### src/rtl/instruction_issue_buffer_pkg.sv
// rtl/instruction_issue_buffer_pkg.sv - shared types and constants for the instruction issue buffer
//
// Contents:
//   ENTRY_PC_W / ENTRY_INST_W : field widths of a stored issue entry
//   INST_BYTES                : byte distance between consecutive fetched instructions
//   issue_entry_t             : one buffered instruction {pc, inst}

package instruction_issue_buffer_pkg;

  localparam int ENTRY_PC_W   = 32;
  localparam int ENTRY_INST_W = 32;
  localparam int INST_BYTES   = 4;

  typedef struct packed {
    logic [ENTRY_PC_W-1:0]   pc;
    logic [ENTRY_INST_W-1:0] inst;
  } issue_entry_t;

endpackage

### src/rtl/instruction_issue_buffer.sv
// rtl/instruction_issue_buffer.sv - circular FIFO between fetch and the dual-issue scheduler
//
// Ports:
//   clk, rst_n          : clock (rising edge), asynchronous active-low reset
//   flush               : discard every entry; wins over same-cycle push and retire
//   fetch_valid/count   : fetch offers 1 or 2 instructions this cycle
//   fetch_pc/inst0/inst1: first PC and the two instruction words (second PC = fetch_pc + 4)
//   fetch_ready         : at least two free entries (current occupancy only)
//   issue0_* / issue1_* : oldest and second-oldest entries, read combinationally from storage
//   issue_count         : entries consumed by the scheduler this cycle (clamped to occupancy)
//   occupancy           : current number of held entries

module instruction_issue_buffer
  import instruction_issue_buffer_pkg::*;
#(
  parameter int DEPTH  = 8,
  parameter int INST_W = ENTRY_INST_W,
  parameter int PC_W   = ENTRY_PC_W
) (
  input  logic                       clk,
  input  logic                       rst_n,
  input  logic                       flush,
  input  logic                       fetch_valid,
  input  logic [1:0]                 fetch_count,
  input  logic [PC_W-1:0]            fetch_pc,
  input  logic [INST_W-1:0]          fetch_inst0,
  input  logic [INST_W-1:0]          fetch_inst1,
  output logic                       fetch_ready,
  output logic                       issue0_valid,
  output logic [PC_W-1:0]            issue0_pc,
  output logic [INST_W-1:0]          issue0_inst,
  output logic                       issue1_valid,
  output logic [PC_W-1:0]            issue1_pc,
  output logic [INST_W-1:0]          issue1_inst,
  input  logic [1:0]                 issue_count,
  output logic [$clog2(DEPTH+1)-1:0] occupancy
);

  localparam int PTR_W = $clog2(DEPTH);
  localparam int OCC_W = $clog2(DEPTH+1);

  // Storage uses the shared entry type, so the width parameters must match it.
  if (PC_W != ENTRY_PC_W || INST_W != ENTRY_INST_W) begin : g_width_check
    $error("instruction_issue_buffer: PC_W/INST_W must match issue_entry_t field widths");
  end

  issue_entry_t mem [DEPTH];

  logic [PTR_W-1:0] head;
  logic [PTR_W-1:0] tail;
  logic [PTR_W-1:0] head_p1;
  logic [PTR_W-1:0] tail_p1;

  logic [1:0]       push_n;
  logic [1:0]       retire_req;
  logic [1:0]       retire_n;
  logic             do_push;

  assign head_p1 = head + PTR_W'(1);
  assign tail_p1 = tail + PTR_W'(1);

  // Ready looks only at the registered count, never at this cycle's retire,
  // so the scheduler's issue decision does not feed back into fetch.
  assign fetch_ready = (occupancy <= OCC_W'(DEPTH - 2));
  assign do_push     = fetch_valid && fetch_ready && !flush;

  always_comb begin
    push_n     = 2'd0;
    retire_req = 2'd0;
    retire_n   = 2'd0;
    // An illegal count of 3 is treated as 2 so two free entries always suffice.
    if (fetch_valid && fetch_ready) begin
      push_n = fetch_count[1] ? 2'd2 : {1'b0, fetch_count[0]};
    end
    retire_req = issue_count[1] ? 2'd2 : {1'b0, issue_count[0]};
    // Consuming more than is held is clamped to what is actually present.
    if (occupancy < OCC_W'(retire_req)) begin
      retire_n = occupancy[1:0];
    end else begin
      retire_n = retire_req;
    end
  end

  always_ff @(posedge clk or negedge rst_n) begin
    if (!rst_n) begin
      head      <= '0;
      tail      <= '0;
      occupancy <= '0;
    end else if (flush) begin
      head      <= '0;
      tail      <= '0;
      occupancy <= '0;
    end else begin
      head      <= head + PTR_W'(retire_n);
      tail      <= tail + PTR_W'(push_n);
      occupancy <= occupancy + OCC_W'(push_n) - OCC_W'(retire_n);
    end
  end

  // Entry contents need no reset: validity is carried entirely by occupancy.
  always_ff @(posedge clk) begin
    if (do_push) begin
      mem[tail] <= '{pc: fetch_pc, inst: fetch_inst0};
      if (push_n == 2'd2) begin
        mem[tail_p1] <= '{pc: fetch_pc + PC_W'(INST_BYTES), inst: fetch_inst1};
      end
    end
  end

  assign issue0_valid = (occupancy >= OCC_W'(1));
  assign issue1_valid = (occupancy >= OCC_W'(2));
  assign issue0_pc    = mem[head].pc;
  assign issue0_inst  = mem[head].inst;
  assign issue1_pc    = mem[head_p1].pc;
  assign issue1_inst  = mem[head_p1].inst;

  a_occ_bound : assert property (@(posedge clk) disable iff (!rst_n)
    occupancy <= OCC_W'(DEPTH));

  a_fetch_count_legal : assert property (@(posedge clk) disable iff (!rst_n)
    fetch_valid |-> (fetch_count == 2'd1 || fetch_count == 2'd2));

endmodule

### config.mk
export PLATFORM = sky130hd
export DESIGN_NAME = instruction_issue_buffer
export DESIGN_NICKNAME = d
export VERILOG_FILES = /design/src/rtl/instruction_issue_buffer_pkg.sv /design/src/rtl/instruction_issue_buffer.sv
export SDC_FILE = /design/constraint.sdc
export NUM_CORES = 1
export LEC_CHECK = 0
export CAP_MARGIN = 5
export CORE_ASPECT_RATIO = 0.75
export CORE_MARGIN = 8
export CORE_UTILIZATION = 55
export DETAILED_ROUTE_END_ITERATION = 6
export HOLD_SLACK_MARGIN = 0.06
export PLACE_DENSITY = 0.76
export SLEW_MARGIN = 20
export SYNTH_ARGS = -nofsm -noshare
export SYNTH_HDL_FRONTEND = slang
export SYNTH_SLANG_ARGS = --single-unit
### constraint.sdc
create_clock -name clk -period 10.43 [get_ports clk]
set_input_delay 1.5645 -clock clk [delete_from_list [all_inputs] [get_ports clk]]
set_output_delay 1.5645 -clock clk [all_outputs]
set_load 0.03 [all_outputs]
==> out/summary.txt <==
Die H = 222.3 um
GRT Util Overall = 27.75%
Worst hold slack = 0.8219 ns
Highest-utilization routing layer at the global route stage = met2
Number of buffers and inverters on the critical path = 2
Antenna Violating Nets Remaining = 0
Total design power = 8924 uW
Clk pin slew, worst setup/hold paths = 0.06 ns
Number of antenna violations at the first check in global routing = 8
WS Path Type = reg -> out
Met3 capacity usage during global routing = 6.924%
Die Area = 64710 um^2
Count of different cell masters after synthesis = 51
Cell type with the highest aggregate area in the netlist = edfxtp_1
Critical path capture point type = output port
P_sw = 3355 uW
Reported leakage power = 0.01241 uW
Cell Area, Synth = 31210 um^2
Fraction of registers with async set or reset after synthesis = 1.916%
Average cell area after synthesis = 12.16 um^2
Routed wirelength normalized by instance count = 26.80 um
Final hold viol count = 0
GR met1 Demand/Resource = 37.34%
Highest attainable clock frequency = 159.7 MHz
Final worst path period share = 60.05%
Transition time of the tightest slew-check pin = 1.146 ns
Starting Density = 55.72%
Max-cap check violation count = 0
Pre-CTS WS = 4.836 ns
Count of state elements after synthesis = 522
Clock power frac = 20.7%
Die W = 291.1 um
Slew HR = 23.33%
Number of top-level pins = 239
Final Setup Violations = 0
Yosys synthesis warning count = 0
Crit-path slowest cell = dfrtp_4
Number of instances resized during post-cts repair = 0
Worst Hold Class = reg -> reg
Initial DRC Count = 2770
Routing usage on met2 = 44.45%
Signal arrival time at the worst endpoint = 4.70 ns
Post-synth EDFFs = 512
# port buffers = 238
Run status = complete, no violations
CTS max path bufs = 3
Clock network latency to the later pin of the worst-skew pair = 0.61 ns
Count of non-filler cells in the finished layout = 3426
CTS tree = yes
Portion of the post-synthesis area used by sequential elements = 50.06%
Total via count after detailed routing = 21.83k
Routed via count divided by cell count = 6.371
Worst path cell trace = ha_4 > xor2_4 > buf_4 > mux2_2 > clkdlybuf4s50_1
Unrepaired setup endpoints after global routing = no
Top area cells in the synthesized netlist = edfxtp_1 (49%), mux4_2 (18%), nand2_1 (11%)
Number of setup buffers added after CTS = 0
Cts bufs inserted = 53
Fraction of power spent switching nets = 37.59%
Largest stage delay on the critical path = 1.15 ns
Post-layout minimum cycle time = 6.263 ns
Critical path fanouts, max = 62
Max Clock Skew = 0.01661 ns
Number of nets in the layout = 2770
Residual overflow from global routing = 0
Post-route setup TNS = 0 ns
Data required time of the worst path = 8.87 ns
Hpwl dp = 55.26 mm
Cell Count Post-Placement = 3326
Sink Count = 522
Peak ir drop on the vdd network = 0.0003048 V
# H-tree levels = 2
Detailed-routing iteration count for the pre-antenna-repair pass = 6
Cell family contributing the most delay on the critical path = buffers and inverters
Part of the total power dissipated in combinational logic = 50.1%
Share of cells above drive strength 1 = 20.24%
Proportion of power drawn by flip-flops and latches = 29.1%
Main flop type after synthesis = edfxtp_1
Mapped Nets = 2686
Fraction of synthesized cell area taken by the top area cell type = 49.25%
Max-slew violation count = 0
Library cell used as clock root buffer = clkbuf_16
Num rows = 75
Global-route wire length before repair = 138.1 mm
Count of unresolved DRC violations after routing = 0
Maximum number of pins on one net before global-route repair = 72
Core Region = 56020 um^2
P&R area growth vs syn = 13.82%
Number of buffers inserted for hold repair after clock tree synthesis = 0
Worst Setup Slack, final = 4.167 ns
Detailed Route WL = 91.83 mm
GP Congestion = 0.8395
Critical Path Start Type = register
Internal Pwr Total = 5570 uW
Power per cell area = 251.2 nW/um^2
Synthesized instance count = 2566
Vias in the first global route = 22.16k
## layer usage
| layer | vias up | routed length [um] | share of wire [%] |
|---|---|---|---|
| met1 | 10790 | 33660 | 37 |
| li1 | 9239 | - | - |
| met4 | 12 | 2496 | 2.7 |
| met2 | 1568 | 43280 | 47 |
| met5 | - | 81 | 0.088 |
| met3 | 217 | 12310 | 13 |
## registers in the layout, indices dropped and copies added (netlist names)
signal and cells:
occupancy 4, mem 512, tail 3, head 3
## cell usage in the layout, fill, tap and decap left out, types with 3 or more instances in the layout
master           instances
nor4_4                   3
nor3_4                   8
nand2b_1                 6
buf_4                   35
ha_1                    11
clkbuf_1                 9
nand3_1                 13
nand2_1                897
xnor2_1                108
dfrtp_1                  7
edfxtp_1               512
nor2_1                 140
clkdlybuf4s50_1        238
and3_1                   5
nand3b_1                 5
nor3b_1                  3
o21ai_4                  3
nand3_4                  4
fa_1                     4
nand3_2                  6
bufinv_16                3
buf_6                    3
dfrtp_4                  3
mux4_2                 256
and4_1                   4
mux2_2                 129
xor2_1                 128
inv_1                    8
nor2b_1                 10
nand4_1                 10
clkinv_2                10
clkbuf_16               55
o31ai_4                  4
clkinv_1                18
## cells in the mapped netlist (2+ instances only)
cell type	count
o21ai_0	4
buf_1	16
nor4_4	3
nor3_2	2
or3_1	2
nand3b_1	5
nand2_1	897
o31ai_1	4
nand3_2	2
mux2_2	129
or2_2	2
and3_1	5
ha_1	12
nor3_4	7
nand4_1	10
nand3_4	4
buf_2	118
buf_6	8
nor2_1	140
edfxtp_1	512
buf_4	8
and4_1	4
nor3b_2	2
nor3b_1	3
inv_1	8
nor3_1	2
nand2b_1	6
xor2_1	129
mux2i_1	2
clkbuf_2	3
nand3_1	17
dfrtp_1	10
mux4_2	256
xnor2_1	108
clkbuf_1	98
nor2b_1	10
fa_1	4
## metrics by stage
step,cell area [um^2],util (%)
floorplan,31210,-
global placement,33790,60.32
detailed placement,33870,60.46
CTS,35520,63.40
global route,35530,63.42
finish,35530,63.42
## layout make-up
| type | count | area [um^2] |
|---|---|---|
| Antenna cell | 2 | 5.005 |
| Clock buffer | 64 | 1410 |
| Clock inverter | 34 | 235.2 |
| Fill cell | 4066 | 20490 |
| Inverter | 8 | 30.03 |
| Multi-Input combinational cell | 1785 | 14540 |
| Sequential cell | 522 | 15640 |
| Tap cell | 731 | 914.6 |
| Timing Repair Buffer | 280 | 2756 |
## power by group through the flow
| stage | Combinational (uW) | Sequential, uW | Clock [uW] |
|---|---|---|---|
| after floorplan | 3060 | 2540 | 0 |
| after detailed placement | 4470 | 2640 | 0 |
| after global routing | 4670 | 2620 | 1930 |
| after CTS | 4500 | 2600 | 1860 |
| final | 4470 | 2600 | 1850 |
| after global placement | 4410 | 2630 | 0 |
## worst paths after layout
kind / startpoint / endpoint / slack, ns / depth (start not counted)
max in group asynchronous: rst_n / head[2] / 8.79 / 1
min in group asynchronous: rst_n / head[0] / 1.28 / 1
worst min register to register: occupancy[2] / occupancy[3] / 0.82 / 4
worst min-delay path: occupancy[2] / occupancy[3] / 0.82 / 4
worst max-delay path: head[0] / issue1_pc[5] / 4.17 / 5
worst max register to register: tail[0] / mem[6][51] / 5.95 / 5
## worst min-delay path, stage by stage (launching register included)
cell	delay, ns
dfrtp_1	0.40
inv_1	0.09
ha_1	0.15
xnor2_1	0.11
nor2_1	0.04
## cell families (layout without fill, tap and decap cells)
kind of cell / count (synthesis) / after routing / synth area share (%)
XOR/XNOR: 239 / 239 / 6.826
multiplexers: 387 / 387 / 23.19
AND/OR/NAND/NOR: 1129 / 1129 / 15.00
flip-flops: 522 / 522 / 50.06
adder cells (fa/ha/maj): 16 / 16 / 0.7375
AO/OA/AOI/OAI: 14 / 14 / 0.3007
other: 0 / 2 / 0
buffers and inverters: 259 / 386 / 3.888
Power figures use the tool's default switching activity.
